==> config.mk <==
export PLATFORM = sky130hd
export DESIGN_NAME = alu_operand_stage
export DESIGN_NICKNAME = d
export VERILOG_FILES = /design/src/rtl/alu_operand_stage_pkg.sv /design/src/rtl/alu_operand_stage_fwd_mux.sv /design/src/rtl/alu_operand_stage.sv
export SDC_FILE = /design/constraint.sdc
export NUM_CORES = 1
export LEC_CHECK = 0
export ABC_AREA = 1
export CORE_AREA = 5 5 193 195
export DETAILED_ROUTE_END_ITERATION = 10
export DIE_AREA = 0 0 198 200
export PLACE_DENSITY = 0.52
export SLEW_MARGIN = 20
export SYNTH_ARGS = -nofsm -noshare
export SYNTH_HDL_FRONTEND = slang
export SYNTH_HIERARCHICAL = 1
export SYNTH_SLANG_ARGS = --single-unit
export TNS_END_PERCENT = 10
==> constraint.sdc <==
create_clock -name clk -period 10.52 [get_ports clk]
set_input_delay 2.104 -clock clk [delete_from_list [all_inputs] [get_ports clk]]
set_output_delay 2.104 -clock clk [all_outputs]
set_load 0.02 [all_outputs]
==> src/rtl/alu_operand_stage_pkg.sv <==
// Shared widths and ALU opcode encodings for the ID/EX operand stage.
// Latency: n/a (constants only).
// Backpressure: n/a.
package alu_operand_stage_pkg;

    localparam int DATA_W = 64;
    localparam int REG_AW = 5;

    localparam logic [3:0] OP_ADD = 4'b0000;
    localparam logic [3:0] OP_SUB = 4'b1000;
    localparam logic [3:0] OP_SHL = 4'b0001;
    localparam logic [3:0] OP_XOR = 4'b0100;
    localparam logic [3:0] OP_SHR = 4'b0101;
    localparam logic [3:0] OP_OR  = 4'b0110;
    localparam logic [3:0] OP_AND = 4'b0111;

endpackage

==> src/rtl/alu_operand_stage_fwd_mux.sv <==
// Per-operand bypass selector: youngest producer (EX/MEM) beats MEM/WB; r0 never forwards.
// Latency: purely combinational.
// Backpressure: none; follows whatever the pipeline registers present.
module alu_operand_stage_fwd_mux
    import alu_operand_stage_pkg::*;
#(
    parameter int DW = DATA_W,
    parameter int AW = REG_AW
) (
    input  logic [AW-1:0] src_addr,
    input  logic [DW-1:0] reg_val,
    input  logic          exmem_reg_wr,
    input  logic [AW-1:0] exmem_rd_addr,
    input  logic [DW-1:0] exmem_result,
    input  logic          memwb_reg_wr,
    input  logic [AW-1:0] memwb_rd_addr,
    input  logic [DW-1:0] memwb_result,
    output logic [DW-1:0] fwd_val
);

    // Pick the freshest copy of the source register
    always_comb begin
        fwd_val = reg_val;
        if (exmem_reg_wr && (exmem_rd_addr == src_addr) && (src_addr != '0)) begin
            fwd_val = exmem_result;
        end else if (memwb_reg_wr && (memwb_rd_addr == src_addr) && (src_addr != '0)) begin
            fwd_val = memwb_result;
        end
    end

endmodule

==> src/rtl/alu_operand_stage.sv <==
// ID/EX register feeding the ALU, with RAW hazard handling; ALU_STAGE_FWD_EN enables bypass muxes.
// Latency: one cycle from ID capture to ex_* outputs; forwarding is same-cycle combinational.
// Backpressure: stall_in holds the stage; load-use (or any RAW without bypass) bubbles EX and raises id_stall.
module alu_operand_stage #(
    parameter int DATA_W = alu_operand_stage_pkg::DATA_W,
    parameter int REG_AW = alu_operand_stage_pkg::REG_AW
) (
    input  logic              clk,
    input  logic              rst,
    input  logic              id_valid,
    input  logic [3:0]        id_opcode,
    input  logic [REG_AW-1:0] id_rs1_addr,
    input  logic [REG_AW-1:0] id_rs2_addr,
    input  logic [DATA_W-1:0] id_rs1_data,
    input  logic [DATA_W-1:0] id_rs2_data,
    input  logic [DATA_W-1:0] id_imm,
    input  logic              id_use_imm,
    input  logic [REG_AW-1:0] id_rd_addr,
    input  logic              id_reg_wr,
    input  logic              id_mem_rd,
    input  logic              stall_in,
    input  logic              flush,
    input  logic [REG_AW-1:0] exmem_rd_addr,
    input  logic              exmem_reg_wr,
    input  logic [DATA_W-1:0] exmem_result,
    input  logic [REG_AW-1:0] memwb_rd_addr,
    input  logic              memwb_reg_wr,
    input  logic [DATA_W-1:0] memwb_result,
    output logic              ex_valid,
    output logic [DATA_W-1:0] ex_a,
    output logic [DATA_W-1:0] ex_b,
    output logic [3:0]        ex_opcode,
    output logic [REG_AW-1:0] ex_rd_addr,
    output logic              ex_reg_wr,
    output logic              ex_mem_rd,
    output logic              id_stall
);
    import alu_operand_stage_pkg::*;

    logic              valid_q, valid_d;
    logic              reg_wr_q, reg_wr_d;
    logic              mem_rd_q, mem_rd_d;
    logic [3:0]        opcode_q, opcode_d;
    logic [REG_AW-1:0] rd_addr_q, rd_addr_d;
    logic [DATA_W-1:0] a_q, a_d;
    logic [DATA_W-1:0] b_q, b_d;
    logic [REG_AW-1:0] rs1_addr_q, rs1_addr_d;
    logic [REG_AW-1:0] rs2_addr_q, rs2_addr_d;
    logic              load_use;
    logic              hazard;

    // A load in EX whose destination is needed by the instruction in ID
    always_comb begin
        load_use = valid_q & mem_rd_q & (rd_addr_q != '0) & id_valid &
                   ((rd_addr_q == id_rs1_addr) | (!id_use_imm & (rd_addr_q == id_rs2_addr)));
    end

`ifdef ALU_STAGE_FWD_EN
    // With bypass paths only a load result is too late to forward
    always_comb begin
        hazard = load_use;
    end
`else
    logic rs1_busy;
    logic rs2_busy;
    logic unused_fwd_inputs;

    // Without bypass, wait until every pending writer of a source has left MEM
    always_comb begin
        rs1_busy = (id_rs1_addr != '0) &
                   ((valid_q & reg_wr_q & (rd_addr_q == id_rs1_addr)) |
                    (exmem_reg_wr & (exmem_rd_addr == id_rs1_addr)));
        rs2_busy = !id_use_imm & (id_rs2_addr != '0) &
                   ((valid_q & reg_wr_q & (rd_addr_q == id_rs2_addr)) |
                    (exmem_reg_wr & (exmem_rd_addr == id_rs2_addr)));
        hazard   = load_use | (id_valid & (rs1_busy | rs2_busy));
    end

    assign unused_fwd_inputs = ^{exmem_result, memwb_rd_addr, memwb_reg_wr, memwb_result,
                                 rs1_addr_q, rs2_addr_q};
`endif

    // Flush overrides everything, so the front end must not hold on a flush
    always_comb begin
        id_stall = (hazard | stall_in) & !flush;
    end

    // Next stage contents: flush > hold > bubble > capture
    always_comb begin
        valid_d    = valid_q;
        reg_wr_d   = reg_wr_q;
        mem_rd_d   = mem_rd_q;
        opcode_d   = opcode_q;
        rd_addr_d  = rd_addr_q;
        a_d        = a_q;
        b_d        = b_q;
        rs1_addr_d = rs1_addr_q;
        rs2_addr_d = rs2_addr_q;
        if (flush || (!stall_in && hazard)) begin
            valid_d    = 1'b0;
            reg_wr_d   = 1'b0;
            mem_rd_d   = 1'b0;
            opcode_d   = '0;
            rd_addr_d  = '0;
            a_d        = '0;
            b_d        = '0;
            rs1_addr_d = '0;
            rs2_addr_d = '0;
        end else if (!stall_in) begin
            valid_d    = id_valid;
            reg_wr_d   = id_reg_wr;
            mem_rd_d   = id_mem_rd;
            opcode_d   = id_opcode;
            rd_addr_d  = id_rd_addr;
            a_d        = id_rs1_data;
            b_d        = id_use_imm ? id_imm : id_rs2_data;
            rs1_addr_d = id_rs1_addr;
            // An immediate B operand has no register source to bypass
            rs2_addr_d = id_use_imm ? '0 : id_rs2_addr;
        end
    end

    // Stage register with asynchronous clear
    always_ff @(posedge clk or posedge rst) begin
        if (rst) begin
            valid_q    <= 1'b0;
            reg_wr_q   <= 1'b0;
            mem_rd_q   <= 1'b0;
            opcode_q   <= OP_ADD;
            rd_addr_q  <= '0;
            a_q        <= '0;
            b_q        <= '0;
            rs1_addr_q <= '0;
            rs2_addr_q <= '0;
        end else begin
            valid_q    <= valid_d;
            reg_wr_q   <= reg_wr_d;
            mem_rd_q   <= mem_rd_d;
            opcode_q   <= opcode_d;
            rd_addr_q  <= rd_addr_d;
            a_q        <= a_d;
            b_q        <= b_d;
            rs1_addr_q <= rs1_addr_d;
            rs2_addr_q <= rs2_addr_d;
        end
    end

`ifdef ALU_STAGE_FWD_EN
    alu_operand_stage_fwd_mux #(.DW(DATA_W), .AW(REG_AW)) u_fwd_a (
        .src_addr      (rs1_addr_q),
        .reg_val       (a_q),
        .exmem_reg_wr  (exmem_reg_wr),
        .exmem_rd_addr (exmem_rd_addr),
        .exmem_result  (exmem_result),
        .memwb_reg_wr  (memwb_reg_wr),
        .memwb_rd_addr (memwb_rd_addr),
        .memwb_result  (memwb_result),
        .fwd_val       (ex_a)
    );

    alu_operand_stage_fwd_mux #(.DW(DATA_W), .AW(REG_AW)) u_fwd_b (
        .src_addr      (rs2_addr_q),
        .reg_val       (b_q),
        .exmem_reg_wr  (exmem_reg_wr),
        .exmem_rd_addr (exmem_rd_addr),
        .exmem_result  (exmem_result),
        .memwb_reg_wr  (memwb_reg_wr),
        .memwb_rd_addr (memwb_rd_addr),
        .memwb_result  (memwb_result),
        .fwd_val       (ex_b)
    );
`else
    assign ex_a = a_q;
    assign ex_b = b_q;
`endif

    assign ex_valid   = valid_q;
    assign ex_opcode  = opcode_q;
    assign ex_rd_addr = rd_addr_q;
    assign ex_reg_wr  = reg_wr_q;
    assign ex_mem_rd  = mem_rd_q;

endmodule

==> results of run 1 <==
==> state kept, by name, summed over array words and instances (netlist names) <==
| register | flops |
|---|---|
| ex_b | 64 |
| ex_rd_addr | 5 |
| ex_valid | 1 |
| ex_reg_wr | 1 |
| ex_mem_rd | 1 |
| ex_a | 64 |
| ex_opcode | 4 |
==> path summary, 6_finish.rpt <==
check,slack (ns),endpoint,cells past startpoint
setup / recovery,3.64,id_stall,8
hold / removal,0.48,ex_b[29],2
setup reg to reg,7.51,ex_rd_addr[1],6
hold reg to reg,0.48,ex_b[29],2
max in group asynchronous,6.89,ex_a[24],3
min in group asynchronous,2.18,ex_a[30],2
==> logic make-up after synthesis <==
logic type / synth area share, %
buf+inv: 10.77
simple gates: 42.77
compound gates: 0.6336
xor+xnor: 0.3412
flops: 45.48
==> through the flow <==
step	instances	cell area [um^2]
after floorplan	1099	7702
after global placement	1849	11590
after detailed placement	1849	11590
after CTS	1881	12290
after global routing	1882	12290
final	1882	12290
==> layer usage <==
layer,vias to the layer above,wire length (um),share of wire [%]
met4,0,529,1.6
li1,4138,-,-
met3,26,2364,7.3
met2,268,15120,47
met5,-,0,0
met1,3886,14170,44
==> area by class of cell <==
class,count,share of cell area (%)
inverters,101,3.125
diodes,1,0.02036
clock buffers,23,3.970
flip-flops and latches,140,28.50
well taps,461,4.693
multi-input cells,769,27.58
repair buffers,378,30.44
clock inverters,9,1.670
==> cell usage in the layout, fill, tap and decap left out <==
cell and count:
clkdlybuf4s50_1 363, nand2_1 321, nor2_1 216, nand4_1 143, dfrtp_1 140, inv_1 96
nor3_1 68, clkbuf_16 17, buf_4 13, nand3_1 6, bufinv_16 6, inv_2 4
o21ai_1 4, clkbuf_8 4, xnor2_1 2, a21oi_1 2, o21ai_0 2, nand2_4 2
inv_6 2, clkbuf_1 2, buf_2 2, diode_2 1, xor2_1 1, a311oi_1 1
nor2_4 1, clkinvlp_4 1, clkinv_4 1
==> tightest hold or removal path, cell delays in order (launching register included) <==
cell and delay [ns]:
dfrtp_1 0.34, nand2_1 0.05, nand2_1 0.05
==> power breakdown <==
group,switching [mW],total [mW],internal (mW)
Combinational,0.191,0.374,0.183
Sequential,0.0233,0.601,0.577
Clock,0.256,0.728,0.472
==> results.sh, run 1 <==
export IMPL_post_synth_top_area_cell="dfrtp_1"
export IMPL_synth_seq_area_share_pct=45.48
export IMPL_clkTransAtPathRegs_ns=0.06
export IMPL_groute_layer_met2_usage_pct=25.11
export IMPL_power_density_nw_per_um2=138.5
export IMPL_grt_setup_unrepaired="no"
export IMPL_grtUsageMet1_pct=20.71
export IMPL_max_freq_mhz=145.4
export IMPL_synth_area_per_cell_um2=7.009
export IMPL_status="finished clean"
export IMPL_worstSetupStartpointType="input pin"
export IMPL_grt_pass1_wl_mm=48.77
export IMPL_yosys_most_used_dff="dfrtp_1"
export IMPL_hold_worst_slack_ns=0.4793
export IMPL_via_count_of_the_routed_design=8318
export IMPL_post_cts_hold_buffer_count=0
export IMPL_drt_wl_total_mm=32.19
export IMPL_top_level_ports=500
export IMPL_arrival_time_at_the_worst_endpoint_ns=4.77
export IMPL_clock_tree_buffer_depth=2
export IMPL_tightestPinTransition_ns=0.9893
export IMPL_die_width_um=198
export IMPL_die_area_um2=39600
export IMPL_post_route_min_period_ns=6.879
export IMPL_cts_root_buf="clkbuf_16"
export IMPL_criticalPathCategory="input pin to output port"
export IMPL_core_rowCount=69
export IMPL_finalNetCount=1766
export IMPL_setup_total_negative_slack_ns=0
export IMPL_worst_setup_path_startpoint="id_valid"
export IMPL_timing_max_cap_violations=0
export IMPL_place_congestion=0.8427
export IMPL_finalPower_mw=1.703
export IMPL_setup_viol=0
export IMPL_clock_tree_from_tritoncts="done"
export IMPL_gr_usage_all_layers_pct=15.60
export IMPL_largest_fanout_of_any_net_on_the_critical_path=62
export IMPL_min_delay_path_class="register to register"
export IMPL_multi_input_comb_area_um2=3390
export IMPL_placement_setup_slack_ns=3.584
export IMPL_cp_slowest_cell="clkdlybuf4s50_1"
export IMPL_detailedRoute_firstPassIterationCount=5
export IMPL_max_slew_violation_total_from_the_final_report=0
export IMPL_cts_buffers=17
export IMPL_finalCoreUtilization_pct=34.89
export IMPL_ys_async_sr_fraction_pct=100.0
export IMPL_setup_bufs_post_cts=0
export IMPL_dp_final_hpwl_mm=21.40
export IMPL_post_route_drc_count=0
export IMPL_die_height_um=200
export IMPL_timing_hold_violations_final=0
export IMPL_syn_cell_area_um2=7702
export IMPL_crit_buf_inv=4
export IMPL_cts_max_level=4
export IMPL_grt_ovfl_total=0
export IMPL_ys_warnings_count=6
export IMPL_seq_area_um2=3503
export IMPL_clock_latency_ns=0.43
export IMPL_synthDistinctLibCells=21
export IMPL_critPathTopFamily="buffers and inverters"
export IMPL_synth_common_cells="nand2_1, nor2_1, nand4_1"
export IMPL_io_buffer_count=365
export IMPL_route_detailed_vias_per_inst=4.420
export IMPL_nFillCells=3773
export IMPL_grt_start_max_net_pins=84
export IMPL_worst_slew_margin_rel_pct=34.05
export IMPL_crit_path_end_kind="output port"
export IMPL_cts_resized=0
export IMPL_post_synth_main_area_contributors="dfrtp_1, nand2_1, nand4_1, nor2_1, inv_1"
export IMPL_final_layout_size_suffix_gt1_share_pct=3.732
export IMPL_start_util_pct=21.87
export IMPL_ant_nets=0
export IMPL_number_of_global_route_vias_before_repair=8276
export IMPL_synth_edff_count=0
export IMPL_ir_worst_vdd_mv=0.1048
export IMPL_worstPathRequired_ns=8.42
export IMPL_layout_area_overhead_vs_synth_pct=59.57
export IMPL_grt_use_met3_pct=4.582
export IMPL_timing_rr_start="ex_rd_addr[2]"
export IMPL_fin_skew_ns=0.01328
export IMPL_synth_cells=1099
export IMPL_syn_nets=1458
export IMPL_grt_busiest_layer="met2"
export IMPL_crit_path_cell_trace="clkdlybuf4s50_1 > inv_1 > a311oi_1 > nand2_4 > nand3_1 > nand2_1 > inv_1 > clkdlybuf4s50_1"
export IMPL_yosys_area_top_type_share_pct=45.48
export IMPL_wl_per_cell_um=17.10
export IMPL_synthMostInstantiatedCell="nand2_1"
export IMPL_initialDrtViolationCount=453
export IMPL_final_min_period_over_clock_period_pct=65.39
export IMPL_yosys_reg_bits=140
export IMPL_cts_sink_count=140
export IMPL_total_leakage_power_nw=5.961
export IMPL_setup_ws_ns=3.641
export IMPL_timing_hold_worst_start="ex_b[29]"
export IMPL_delay_contributed_by_the_slowest_stage_of_the_critical_path_ns=0.65
export IMPL_grt_antenna_before_repair=1
export IMPL_floorplan_core_area_um2=35220
Power figures use the tool's default switching activity.
==> run 2: changes to the inputs <==
==> constraint.sdc (replaced) <==
create_clock -name clk -period 7.11 [get_ports clk]
set_input_delay 1.422 -clock clk [delete_from_list [all_inputs] [get_ports clk]]
set_output_delay 1.422 -clock clk [all_outputs]
set_load 0.02 [all_outputs]
==> results.sh, run 2 (synthesis results as in run 1) <==
export IMPL_status="finished clean"
export IMPL_grt_setup_unrepaired="no"
export IMPL_layout_area_overhead_vs_synth_pct=58.90
export IMPL_post_route_min_period_ns=5.457
export IMPL_grt_ovfl_total=0
export IMPL_ir_worst_vdd_mv=0.1563
export IMPL_timing_max_cap_violations=0
export IMPL_grt_antenna_before_repair=2
export IMPL_worstPathRequired_ns=5.69
export IMPL_final_layout_size_suffix_gt1_share_pct=3.735
export IMPL_nFillCells=3751
export IMPL_initialDrtViolationCount=374
export IMPL_clkPwrFrac_pct=40.0
export IMPL_timing_rr_start="ex_rd_addr[0]"
export IMPL_finalNetCount=1765
export IMPL_finalPower_mw=2.405
export IMPL_power_sequential_fraction_pct=36.9
export IMPL_total_leakage_power_nw=5.931
export IMPL_cts_max_level=4
export IMPL_cts_sink_count=140
export IMPL_crit_path_end_kind="output port"
export IMPL_timing_hold_violations_final=0
export IMPL_setup_viol=0
export IMPL_detailedRoute_firstPassIterationCount=4
export IMPL_clock_latency_ns=0.43
export IMPL_top_level_ports=500
export IMPL_core_rowCount=69
export IMPL_comb_power_share_pct=23.1
export IMPL_mostFrequentLayoutCells="clkdlybuf4s50_1, nand2_1, nor2_1"
export IMPL_max_freq_mhz=183.2
export IMPL_floorplan_core_area_um2=35220
export IMPL_fin_skew_ns=0.009799
export IMPL_cts_resized=0
export IMPL_worstSetupStartpointType="input pin"
export IMPL_io_buffer_count=365
export IMPL_cts_root_buf="clkbuf_16"
export IMPL_power_internal_mw=1.715
export IMPL_post_cts_hold_buffer_count=0
export IMPL_cts_buffers=17
export IMPL_place_congestion=0.8194
export IMPL_final_min_period_over_clock_period_pct=76.76
export IMPL_drt_wl_total_mm=31.99
export IMPL_mostFrequentLayoutCell="clkdlybuf4s50_1"
export IMPL_timing_hold_worst_endpoint="ex_b[41]"
export IMPL_largest_fanout_of_any_net_on_the_critical_path=52
export IMPL_worst_slew_margin_rel_pct=25.66
export IMPL_via_count_of_the_routed_design=8446
export IMPL_wl_per_cell_um=17.00
export IMPL_clock_tree_from_tritoncts="done"
export IMPL_clock_tree_buffer_depth=2
export IMPL_min_delay_path_class="register to register"
export IMPL_gr_usage_all_layers_pct=15.67
export IMPL_number_of_global_route_vias_before_repair=8463
export IMPL_reg2reg_slack_ns=4.17
export IMPL_netSwitchingFraction_pct=28.67
export IMPL_ant_nets=0
export IMPL_seq_area_um2=3503
export IMPL_die_height_um=200
export IMPL_worstHoldPathCells=2
export IMPL_tightestPinTransition_ns=1.115
export IMPL_timing_hold_worst_start="ex_b[41]"
export IMPL_timing_reg2reg_worst_path_depth=10
export IMPL_die_width_um=198
export IMPL_power_density_nw_per_um2=196.5
export IMPL_die_area_um2=39600
export IMPL_start_util_pct=21.87
export IMPL_switchingPower_uw=689.4
export IMPL_grt_pass1_wl_mm=48.88
export IMPL_post_route_drc_count=0
export IMPL_criticalPathCategory="input pin to output port"
export IMPL_setup_bufs_post_cts=0
export IMPL_grt_start_max_net_pins=97
export IMPL_clkTransAtPathRegs_ns=0.06
export IMPL_route_detailed_vias_per_inst=4.488
export IMPL_setup_total_negative_slack_ns=0
export IMPL_crit_reg2reg_capture="ex_b[42]"
export IMPL_dp_final_hpwl_mm=21.30
export IMPL_max_slew_violation_total_from_the_final_report=0
export IMPL_multi_input_comb_area_um2=3390
export IMPL_arrival_time_at_the_worst_endpoint_ns=4.04
run 2: cell count changes in the layout (fill, tap and decap cells not counted), sizes merged:
cell,previous run,this run
buf,15,14
bufinv,6,3
clkbuf,23,22
clkinv,1,5
clkinvlp,1,2
diode,1,2
inv,102,101
run 2: cell type report:
cell class | instances | share of cell area [%]
Multi-Input combinational cell | 769 | 27.69
Sequential cell | 140 | 28.62
Inverter | 101 | 3.138
Clock buffer | 22 | 3.956
Antenna cell | 2 | 0.04089
Clock inverter | 10 | 1.125
Tap cell | 461 | 4.713
Timing Repair Buffer | 377 | 30.71
run 2: stage by stage:
step,utilization [%],setup WS [ns],cell area (um^2),cells,hold WS [ns]
2_1_floorplan,-,1.935,7702,1099,0.5918
3_3_place_gp,32.97,1.549,11610,1848,0.4622
3_5_place_dp,32.97,1.559,11610,1848,0.4645
4_1_cts,34.73,1.549,12230,1880,0.4818
5_1_grt,34.75,1.357,12240,1882,0.4933
6_report,34.75,1.653,12240,1882,0.4776
run 2: worst max-delay path: stages:
cell,delay (ns)
clkdlybuf4s50_1,0.55
inv_1,0.08
nand2_1,0.06
nand2_1,0.05
nor2_1,0.15
nand3_1,0.09
o21ai_1,0.22
nand2_4,0.38
nand3_1,0.23
nand2_1,0.08
inv_1,0.06
clkdlybuf4s50_1,0.66
run 2: how the worst max path moves through the flow:
stage	startpoint	endpoint	slack [ns]	cells past startpoint
6_report	id_rs2_addr[0]	id_stall	1.65	12
5_1_grt	id_rs2_addr[0]	id_stall	1.36	12
4_1_cts	id_rs2_addr[2]	id_stall	1.55	12
3_5_place_dp	id_rs2_addr[2]	id_stall	1.56	12
3_3_place_gp	id_rs2_addr[2]	id_stall	1.55	12
2_1_floorplan	rst	ex_a[0]	1.94	1
run 2: power groups by stage:
stage                     sequential, mW  combinational, mW  clock, mW
after global placement             0.900              0.564          0
final                              0.888              0.556      0.961
after global routing               0.895              0.605       1.03
after CTS                          0.888              0.566      0.999
after detailed placement           0.901              0.563          0
after floorplan                    0.972              0.173          0
run 2: metal layers:
metal	vias to the layer above	track usage [%]	wire length, um
li1	4128	-	-
met1	3997	20.31	14280
met2	274	24.97	14620
met3	47	4.330	2151
met4	0	6.146	924
met5	-	0	0
==> run 3: changes to the inputs <==
--- a/config.mk
+++ b/config.mk
@@ -9,7 +9,7 @@
 export CORE_AREA = 5 5 193 195
 export DETAILED_ROUTE_END_ITERATION = 10
 export DIE_AREA = 0 0 198 200
-export PLACE_DENSITY = 0.52
+export PLACE_DENSITY = 0.54
 export SLEW_MARGIN = 20
 export SYNTH_ARGS = -nofsm -noshare
 export SYNTH_HDL_FRONTEND = slang
==> constraint.sdc (replaced) <==
create_clock -name clk -period 4.9 [get_ports clk]
set_input_delay 0.98 -clock clk [delete_from_list [all_inputs] [get_ports clk]]
set_output_delay 0.98 -clock clk [all_outputs]
set_load 0.02 [all_outputs]
==> results.sh, run 3 (synthesis results as in run 1) <==
export IMPL_detailedRoute_firstPassIterationCount=5
export IMPL_post_cts_hold_buffer_count=0
export IMPL_placement_setup_slack_ns=0.6916
export IMPL_ant_nets=0
export IMPL_layout_area_overhead_vs_synth_pct=59.10
export IMPL_total_leakage_power_nw=5.929
export IMPL_drt_wl_total_mm=32.17
export IMPL_clock_tree_buffer_depth=2
export IMPL_wl_per_cell_um=17.02
export IMPL_mostFrequentLayoutCells="clkdlybuf4s50_1, nand2_1, nor2_1"
export IMPL_cts_root_buf="clkbuf_16"
export IMPL_initialDrtViolationCount=363
export IMPL_setup_ws_ns=0.7020
export IMPL_grt_start_max_net_pins=91
export IMPL_cts_buffers=17
export IMPL_io_buffer_count=365
export IMPL_clkTransAtPathRegs_ns=0.06
export IMPL_final_min_period_over_clock_period_pct=85.67
export IMPL_worstPathRequired_ns=3.92
export IMPL_gr_usage_all_layers_pct=15.94
export IMPL_timing_rr_start="ex_rd_addr[2]"
export IMPL_timing_max_cap_violations=0
export IMPL_die_area_um2=39600
export IMPL_die_height_um=200
export IMPL_fin_skew_ns=0.009038
export IMPL_via_count_of_the_routed_design=8347
export IMPL_tightestPinTransition_ns=1.037
export IMPL_top_level_ports=500
export IMPL_mostFrequentLayoutCell="clkdlybuf4s50_1"
export IMPL_cpMostUsedCell="nand2_1"
export IMPL_worst_setup_path_startpoint="id_rs2_addr[2]"
export IMPL_start_util_pct=21.87
export IMPL_die_width_um=198
export IMPL_worst_slew_margin_rel_pct=30.88
export IMPL_min_delay_path_class="register to register"
export IMPL_ir_worst_vdd_mv=0.2259
export IMPL_cp_endpoint="id_stall"
export IMPL_setup_viol=0
export IMPL_post_route_min_period_ns=4.198
export IMPL_timing_hold_violations_final=0
export IMPL_power_density_nw_per_um2=281.7
export IMPL_setup_bufs_post_cts=0
export IMPL_reg2reg_slack_ns=1.82
export IMPL_core_rowCount=69
export IMPL_finalPower_mw=3.452
export IMPL_grt_setup_unrepaired="no"
export IMPL_cp_slowest_cell="clkdlybuf4s50_1"
export IMPL_worstSetupStartpointType="input pin"
export IMPL_grt_pass1_wl_mm=49.95
export IMPL_crit_path_cell_trace="clkdlybuf4s50_1 > inv_1 > nand2_1 > nand2_1 > nor2_1 > nand3_1 > o21ai_1 > nand2_4 > nand3_1 > nand2_1 > inv_1 > clkdlybuf4s50_1"
export IMPL_max_slew_violation_total_from_the_final_report=0
export IMPL_finalNetCount=1771
export IMPL_place_congestion=0.8062
export IMPL_number_of_global_route_vias_before_repair=8399
export IMPL_route_detailed_vias_per_inst=4.416
export IMPL_grt_ovfl_total=0
export IMPL_dp_final_hpwl_mm=21.66
export IMPL_floorplan_core_area_um2=35220
export IMPL_clock_latency_ns=0.43
export IMPL_finalCoreUtilization_pct=34.79
export IMPL_cts_max_level=4
export IMPL_delay_contributed_by_the_slowest_stage_of_the_critical_path_ns=0.70
export IMPL_post_route_drc_count=0
export IMPL_status="finished clean"
export IMPL_final_layout_size_suffix_gt1_share_pct=4.070
export IMPL_arrival_time_at_the_worst_endpoint_ns=3.22
export IMPL_criticalPathCategory="input pin to output port"
export IMPL_cts_sink_count=140
export IMPL_max_freq_mhz=238.2
export IMPL_setup_total_negative_slack_ns=0
export IMPL_crit_reg2reg_capture="ex_b[45]"
export IMPL_cts_resized=0
export IMPL_nFillCells=3756
export IMPL_largest_fanout_of_any_net_on_the_critical_path=3
export IMPL_grt_antenna_before_repair=4
export IMPL_timing_reg2reg_worst_path_depth=7
export IMPL_crit_path_end_kind="output port"
export IMPL_clock_tree_from_tritoncts="done"
run 3: cell count changes in the layout (fill, tap and decap cells not counted), sizes merged:
cell	before	now
buf	14	20
clkinv	5	1
clkinvlp	2	6
clkbuf	22	19
inv	101	104
diode	2	4
run 3: final cells by class:
| type | count | area, um^2 | share of cell area, % |
|---|---|---|---|
| inverters | 101 | 384.1 | 3.135 |
| clock buffers | 19 | 432.9 | 3.533 |
| multi-input cells | 769 | 3390 | 27.66 |
| flip-flops and latches | 140 | 3503 | 28.59 |
| repair buffers | 383 | 3791 | 30.94 |
| well taps | 461 | 576.8 | 4.707 |
| diodes | 4 | 10.01 | 0.08168 |
| clock inverters | 13 | 166.4 | 1.358 |
run 3: through the flow:
step	hold WS (ns)	std cells	cell area, um^2
finish	0.4756	1890	12250
global route	0.4936	1890	12250
CTS	0.4817	1886	12240
detailed placement	0.4643	1854	11640
global placement	0.4616	1854	11640
floorplan	0.5918	1099	7702
run 3: worst min path at each step:
stage / start / to / slack, ns / cells after the start
finish: ex_b[52] / ex_b[52] / 0.48 / 2
global route: ex_b[37] / ex_b[37] / 0.49 / 2
CTS: ex_b[37] / ex_b[37] / 0.48 / 2
detailed placement: ex_a[7] / ex_a[7] / 0.46 / 2
global placement: ex_b[46] / ex_b[46] / 0.46 / 2
floorplan: ex_a[0] / ex_a[0] / 0.59 / 2
run 3: routing by layer:
metal	GRT usage [%]	vias to the layer above	share of wire, %
met1	20.41	3888	43
li1	-	4144	-
met3	4.884	40	7.7
met2	25.46	275	46
met4	6.070	0	2.8
met5	0	-	0
run 3: critical path, delay by kind of cell:
| family | cells | cell delay [ns] |
|---|---|---|
| AOI/OAI and AO/OA | 1 | 0.22 |
| buffers and inverters | 4 | 1.40 |
| and+or+nand+nor | 7 | 0.61 |
run 3: report_power, final:
group	leakage, nW	switching [mW]	total (mW)	internal (mW)
Sequential	1.83	0.0498	1.29	1.24
Combinational	3.82	0.411	0.806	0.396
Clock	0.273	0.552	1.36	0.805
